===== config.mk =====
export PLATFORM = sky130hd
export DESIGN_NAME = ifetch_prefetch_buffer
export DESIGN_NICKNAME = d
export VERILOG_FILES = /design/src/rtl/ifetch_prefetch_buffer.sv
export SDC_FILE = /design/constraint.sdc
export NUM_CORES = 1
export LEC_CHECK = 0
export BUFFER_PORTS_ARGS = -buffer_cell sky130_fd_sc_hd__buf_2
export CORE_ASPECT_RATIO = 1.2
export CORE_MARGIN = 8
export CORE_UTILIZATION = 55
export CTS_BUF_LIST = sky130_fd_sc_hd__clkbuf_4 sky130_fd_sc_hd__clkbuf_8
export DETAILED_ROUTE_END_ITERATION = 8
export PLACE_DENSITY_LB_ADDON = 0.05
export SYNTH_ARGS = -nofsm -noshare
export SYNTH_HDL_FRONTEND = slang
export SYNTH_SLANG_ARGS = --single-unit

===== constraint.sdc =====
create_clock -name clk -period 14.5 [get_ports clk]
set_clock_uncertainty 0.1 [all_clocks]
set_input_delay 4.35 -clock clk [delete_from_list [all_inputs] [get_ports clk]]
set_output_delay 4.35 -clock clk [all_outputs]
set_load 0.01 [all_outputs]

===== src/rtl/ifetch_prefetch_buffer.sv =====
// Instruction prefetch buffer: sequential 16-byte line fetch into a credit-limited line queue.
// Optional macro PREFETCH_BYPASS_EN forwards a response straight to the decoder when the queue is empty.
module ifetch_prefetch_buffer #(
  parameter int          DEPTH        = 4,
  parameter logic [31:0] RESET_VECTOR = 32'hFFFF_FFF0
) (
  input  logic         clk,
  input  logic         reset,
  input  logic         redirect_valid,
  input  logic [31:0]  redirect_address,
  output logic         imem_valid,
  input  logic         imem_ready,
  output logic [31:0]  imem_address,
  input  logic         imem_dp_valid,
  output logic         imem_dp_ready,
  input  logic [127:0] imem_dp_read_data,
  output logic         out_valid,
  input  logic         out_ready,
  output logic [127:0] out_data,
  output logic [31:0]  out_address,
  output logic [3:0]   out_offset
);
  localparam int CNT_W = $clog2(DEPTH + 1);
  localparam int PTR_W = $clog2(DEPTH);
  localparam logic [CNT_W-1:0] CNT_ONE = 1;
  localparam logic [PTR_W-1:0] PTR_ONE = 1;
  localparam logic [CNT_W:0]   DEPTH_C = (CNT_W + 1)'(DEPTH);

  logic [CNT_W-1:0] occ_q, occ_d, outs_q, outs_d, drop_q, drop_d;
  logic [PTR_W-1:0] wr_q, wr_d, rd_q, rd_d, awr_q, awr_d, ard_q, ard_d;
  logic [31:0]      fetch_q, fetch_d;
  logic [3:0]       poff_q, poff_d;

  logic [127:0] line_q  [DEPTH];
  logic [31:0]  laddr_q [DEPTH];
  logic [3:0]   loff_q  [DEPTH];
  logic [31:0]  raddr_q [DEPTH];
  logic [3:0]   roff_q  [DEPTH];

  logic [CNT_W:0] credit_sum;
  logic accept, resp, resp_live, push, pop, bypass;

  always_comb begin
    credit_sum    = {1'b0, occ_q} + {1'b0, outs_q};
    imem_valid    = !reset && !redirect_valid && (credit_sum < DEPTH_C);
    imem_address  = fetch_q;
    imem_dp_ready = !reset;
    accept        = imem_valid && imem_ready;
    // A response with nothing outstanding can only belong to a pre-reset request.
    resp          = imem_dp_valid && !reset && (outs_q != '0);
    resp_live     = resp && (drop_q == '0) && !redirect_valid;

    out_valid   = 1'b0;
    out_data    = '0;
    out_address = '0;
    out_offset  = '0;
    bypass      = 1'b0;
    if (!reset && !redirect_valid) begin
      if (occ_q != '0) begin
        out_valid   = 1'b1;
        out_data    = line_q[rd_q];
        out_address = laddr_q[rd_q];
        out_offset  = loff_q[rd_q];
      end
`ifdef PREFETCH_BYPASS_EN
      else if (resp_live) begin
        out_valid   = 1'b1;
        out_data    = imem_dp_read_data;
        out_address = raddr_q[ard_q];
        out_offset  = roff_q[ard_q];
        bypass      = 1'b1;
      end
`endif
    end
    pop  = out_valid && out_ready && !bypass;
    push = resp_live && !(bypass && out_ready);
  end

  always_comb begin
    occ_d   = occ_q;
    outs_d  = outs_q;
    drop_d  = drop_q;
    wr_d    = push ? wr_q + PTR_ONE : wr_q;
    rd_d    = pop ? rd_q + PTR_ONE : rd_q;
    awr_d   = accept ? awr_q + PTR_ONE : awr_q;
    ard_d   = resp ? ard_q + PTR_ONE : ard_q;
    fetch_d = fetch_q;
    poff_d  = poff_q;

    if (push && !pop)      occ_d = occ_q + CNT_ONE;
    else if (!push && pop) occ_d = occ_q - CNT_ONE;
    if (accept && !resp)      outs_d = outs_q + CNT_ONE;
    else if (!accept && resp) outs_d = outs_q - CNT_ONE;
    if (resp && drop_q != '0) drop_d = drop_q - CNT_ONE;

    if (accept) begin
      fetch_d = fetch_q + 32'd16;
      poff_d  = 4'd0;
    end

    // Every request still in flight after this cycle is stale; no accept can happen here.
    if (redirect_valid) begin
      occ_d   = '0;
      wr_d    = '0;
      rd_d    = '0;
      drop_d  = outs_d;
      fetch_d = {redirect_address[31:4], 4'b0};
      poff_d  = redirect_address[3:0];
    end
  end

  always_ff @(posedge clk) begin
    if (reset) begin
      occ_q   <= '0;
      outs_q  <= '0;
      drop_q  <= '0;
      wr_q    <= '0;
      rd_q    <= '0;
      awr_q   <= '0;
      ard_q   <= '0;
      fetch_q <= {RESET_VECTOR[31:4], 4'b0};
      poff_q  <= RESET_VECTOR[3:0];
    end else begin
      occ_q   <= occ_d;
      outs_q  <= outs_d;
      drop_q  <= drop_d;
      wr_q    <= wr_d;
      rd_q    <= rd_d;
      awr_q   <= awr_d;
      ard_q   <= ard_d;
      fetch_q <= fetch_d;
      poff_q  <= poff_d;
    end
  end

  // Storage is not reset; out_* are gated by occupancy instead.
  always_ff @(posedge clk) begin
    if (accept) begin
      raddr_q[awr_q] <= fetch_q;
      roff_q[awr_q]  <= poff_q;
    end
    if (push) begin
      line_q[wr_q]  <= imem_dp_read_data;
      laddr_q[wr_q] <= raddr_q[ard_q];
      loff_q[wr_q]  <= roff_q[ard_q];
    end
  end

  always_ff @(posedge clk) begin
    if (!reset) assert (credit_sum <= DEPTH_C);
  end

endmodule


* After elaboration in Yosys (flattened, before gate mapping) *
Memories as Yosys holds them, arrays and structs flattened. A register that Yosys moved wholly into a read port is not among the register bits.
Cells that the tools add are included.

storage, ports and cells
  register bits after elaboration = 53
  RAM bits = 800
  input port bits = 166
  output and inout port bits = 199
  memories = 5

operators by class
  $add $sub $neg = 11
  order comparisons = 1
  multiplexer cells = 32
  reductions and logical operators = 27

memories
  memory   words  width  rd ports  clocked after memory_dff  wr ports  line  text
  line_q   4      128    1         1                         1         34    logic [127:0] line_q [DEPTH];
  laddr_q  4      32     1         1                         1         35    logic [31:0] laddr_q [DEPTH];
  raddr_q  4      32     1         1                         1         37    logic [31:0] raddr_q [DEPTH];
  loff_q   4      4      1         1                         1         36    logic [3:0] loff_q [DEPTH];
  roff_q   4      4      1         1                         1         38    logic [3:0] roff_q [DEPTH];

operators by type and width
  kind                                                                  count
  128-bit 2-to-1 mux                                                    2
  32-bit 2-to-1 mux                                                     4
  32-bit by 5-bit adder with 32-bit output, second input constant       1
  2-bit 2-to-1 mux                                                      10
  3-bit 2-to-1 mux                                                      6
  4-bit 2-to-1 mux                                                      4
  1-bit logical AND                                                     13
  3-bit nonzero test                                                    3
  3-bit by 1-bit subtractor with 3-bit output, second input constant    3
  2-bit by 1-bit adder with 2-bit output, second input constant         4
  3-bit by 1-bit adder with 3-bit output, second input constant         2
  1-bit zero test                                                       6
  1-bit 2-to-1 mux                                                      6
  2-bit nonzero test                                                    3
  3-bit by 3-bit adder with 4-bit output                                1
  4-bit by 3-bit < comparator with 1-bit output, second input constant  1
  3-bit zero test                                                       1
  2-bit OR reduction                                                    1

* Longest topological paths before layout *
  word-level depth = 9
  gate-level depth with buffers = 12
  depth with buffers taken out = 12

* Worst setup path after synthesis *
No wires, ideal clock.

  kind = input to output
  from = in redirect_valid
  to = out out_address[10]
  arrival = 5.720 ns
  slack = 4.330 ns
  cell stages on the path = 6
  cells stage by stage = buf_6 > or2_4 > nor2_1 > clkbuf_1 > clkbuf_1 > and2_1

between the ends
  cells in the longest elaborated chain, start to end = 3

RTL lines
  item               line  text
  from (decl)        9     input logic redirect_valid,
  1-bit zero test    58    if (!reset && !redirect_valid) begin
  1-bit logical AND  58
  32-bit 2-to-1 mux  58
  to (decl)          20    output logic [31:0] out_address,

Every way passes these cells.

* Final worst setup path *
  from = in reset
  to = out out_address[31]

between the ends
  cells in the longest elaborated chain, start to end = 3

RTL lines
  item               line  text
  from (decl)        8     input logic reset,
  1-bit zero test    -
  1-bit logical AND  58
  32-bit 2-to-1 mux  58

Every way passes these cells.

==> results_dict.tcl <==
set metrics [dict create \
    antenna_found_initial 14 \
    final_nets 2139 \
    p_per_area_mw_per_mm2 126.9 \
    setup-tns-final_ns 0 \
    pwr-share-clk_pct 39.1 \
    cts_made_buffers 121 \
    synth-edff-count 768 \
    outcome "completed" \
    p_sw_share_pct 20.52 \
    core_mm2 0.05705 \
    dp_hpwl_um 40240 \
    synth-main-ff-cell "edfxtp_1" \
    slew_viol_final 0 \
    routedWlPerCell_um 23.35 \
    min_path_type "reg2reg" \
    cp_slowest_stage_delay_ns 0.99 \
    slowest_stage "nor2_4" \
    drtAntennaViolNets 0 \
    intPower_mw 3.690 \
    busiest_layer "met2" \
    cpMostUsedCell "buf_2" \
    grt_pass1_vias 16570 \
    period_needed_ns 11.38 \
    yosys_warnings 0 \
    die_h_um 278.6 \
    postCtsSetupRepairBufs 0 \
    area_growth_syn_to_layout_pct 15.79 \
    synth-seq-area-share_pct 76.33 \
    io_pins 365 \
    die_width_um 234.8 \
    rsz0062_at_grt "no" \
    crit_arrival_ns 6.93 \
    crit_start "reset" \
    final_util_pct 64.14 \
    hold_viol 0 \
    finalWeightedCongestion 0.8396 \
    start_util_pct 55.39 \
    p_sw_mw 0.9526 \
    p_leak_nw 12.45 \
    drtIter0Drc 1185 \
    final_cell_mix "768 x edfxtp_1, 356 x buf_2, 192 x mux4_2" \
    critPathMaxFanout 105 \
    power_frac_comb_pct 3.8 \
    row_count 96 \
    port_buffers 356 \
    synth_cells 1537 \
    drt_wl_total_um 65470 \
    root_buffer "clkbuf_8" \
    synth-seq-cells 821 \
    syn_area_mm2 0.03160 \
    grt_usage_pct 19.92 \
    async_reset_ff_share_pct 0 \
    dpl_cell_area_mm2 0.03415 \
    cts_buffer_depth 3 \
    first_pass_iters 6 \
    grt.met1_usage_pct 25.64 \
    htree_num_levels 3 \
    grt_overflow 0 \
    avgSynthCellArea_um2 20.56 \
    viasPerCell 5.643 \
    place_ws_ns 3.044 \
    grt_max_degree 106 \
    setup_viol 0 \
    setup_slack_ns 3.122 \
    fillers 3985 \
    crit_path_start_kind "primary input" \
    p_seq_share_pct 57.1 \
    criticalPathCategory "in2out" \
    critPathRequiredTime_ns 10.05 \
    final_area_mm2 0.03660 \
    drt_drc_violations_left 0 \
    drv_cap 0 \
    clkLatencyLatePin_ns 0.69 \
    min-delay-start "awr_q[1]" \
    worstSetupEndpointType "output pin" \
    multi_input_area_mm2 0.007087 \
    fin_crit_sh_pct 78.47 \
    postCtsHoldBufs 0 \
    grt_util_met2_pct 33.67 \
    tritoncts "built" \
    hold_ws_ns 0.3983 \
    post_route_cells_drive_above_1_share_pct 37.80 \
    relSlewSlack_pct 13.83 \
    ir_worst_vdd_uv 83.60 \
    die-area_mm2 0.06542 \
    clk_pin_slew_ns 0.06 \
    placedCellCount 2567 \
    crit_path_cell_trace "buf_2 > or2_4 > nor2_4 > buf_12 > and2_1 > buf_2" \
    num_vias 15820 \
    max_freq_ghz 0.08789 \
    seqCellArea_mm2 0.02413 \
    finalNonFillerCells 2804 \
    clkSinkCount 821 \
    grt_first_pass_wirelength_um 99790 \
    tightest_slew_ns 1.290 \
    layout_commonest_cell "edfxtp_1" \
    synth.distinct_cells 51 \
    timing.rr.start "outs_q[1]" \
    grt_use_met3_pct 3.909 \
    cts_resized 0 \
    power_mw 4.643 \
]
[Yosys cell counts, drive strengths merged (4+ instances only)]
cell type	instances	area [um2]
nand2	27	101.4
nand3	18	90.09
and2	168	1051
o21ai	10	50.05
xor2	7	61.31
edfxtp	768	23060
mux2i	4	40.04
a221oi	4	35.03
and3	13	81.33
ha	17	212.7
inv	14	52.55
nor2	35	131.4
clkbuf	53	198.9
a21oi	34	170.2
nor3	8	55.05
or3	4	25.02
mux4	192	4324
dfxtp	53	1061
nand4	9	56.30
o311ai	7	61.31
a211oi	4	30.03
xnor2	13	113.9
o211ai	11	82.58
and4	4	35.03
buf	35	192.7
[per-layer routing]
layer,up-vias,part of all wire [%]
met5,-,0.017
met4,2,2.0
met3,86,5.7
met2,505,52
met1,8169,40
li1,7060,-
[cell type report]
class / count / area share (%)
sequential: 821 / 65.94
tap: 735 / 2.513
antenna: 16 / 0.1094
timing repair buffer: 376 / 5.347
multi-input combinational: 621 / 19.37
clock buffer: 169 / 5.672
clock inverter: 52 / 0.9060
inverter: 14 / 0.1436
[kinds of logic (layout without fill, tap and decap cells)]
group / Yosys count / after routing / share of synthesized area [%]
flip-flops: 821 / 821 / 76.33
AND/OR/NAND/NOR: 299 / 299 / 5.523
multiplexers: 198 / 198 / 13.88
buffers and inverters: 102 / 611 / 1.405
AO/OA/AOI/OAI: 78 / 78 / 1.560
XOR/XNOR: 20 / 20 / 0.5543
adder cells (fa/ha/maj): 18 / 18 / 0.7364
other: 1 / 24 / 0.01187
[power groups by stage]
stage	clock (mW)	combinational (mW)	sequential, mW
6_report	1.82	0.176	2.65
5_1_grt	1.97	0.196	2.65
4_1_cts	1.87	0.179	2.65
2_1_floorplan	0	0.101	2.70
3_5_place_dp	0	0.178	2.70
3_3_place_gp	0	0.172	2.70
[worst paths after layout]
| kind | endpoint | slack, ns | cells after the start |
|---|---|---|---|
| hold / removal | awr_q[1] | 0.40 | 2 |
| setup / recovery | out_address[31] | 3.12 | 6 |
| hold reg to reg | awr_q[1] | 0.40 | 2 |
| setup reg to reg | line_q[1][79] | 9.34 | 9 |
[registers in the layout (all words and copies together), names as in the netlist, named ones only]
| signal | flops |
|---|---|
| outs_q | 3 |
| roff_q | 16 |
| ard_q | 2 |
| awr_q | 2 |
| line_q | 512 |
| loff_q | 16 |
| laddr_q | 112 |
| poff_q | 4 |
| occ_q | 3 |
| rd_q | 2 |
| raddr_q | 112 |
| drop_q | 3 |
| wr_q | 2 |
| imem_address | 28 |
[worst max-delay path: cells and delay by family]
family        cells  cell delay, ns
simple gates      3            1.65
buf+inv           3            0.88
(Power assumes the default switching activity.)
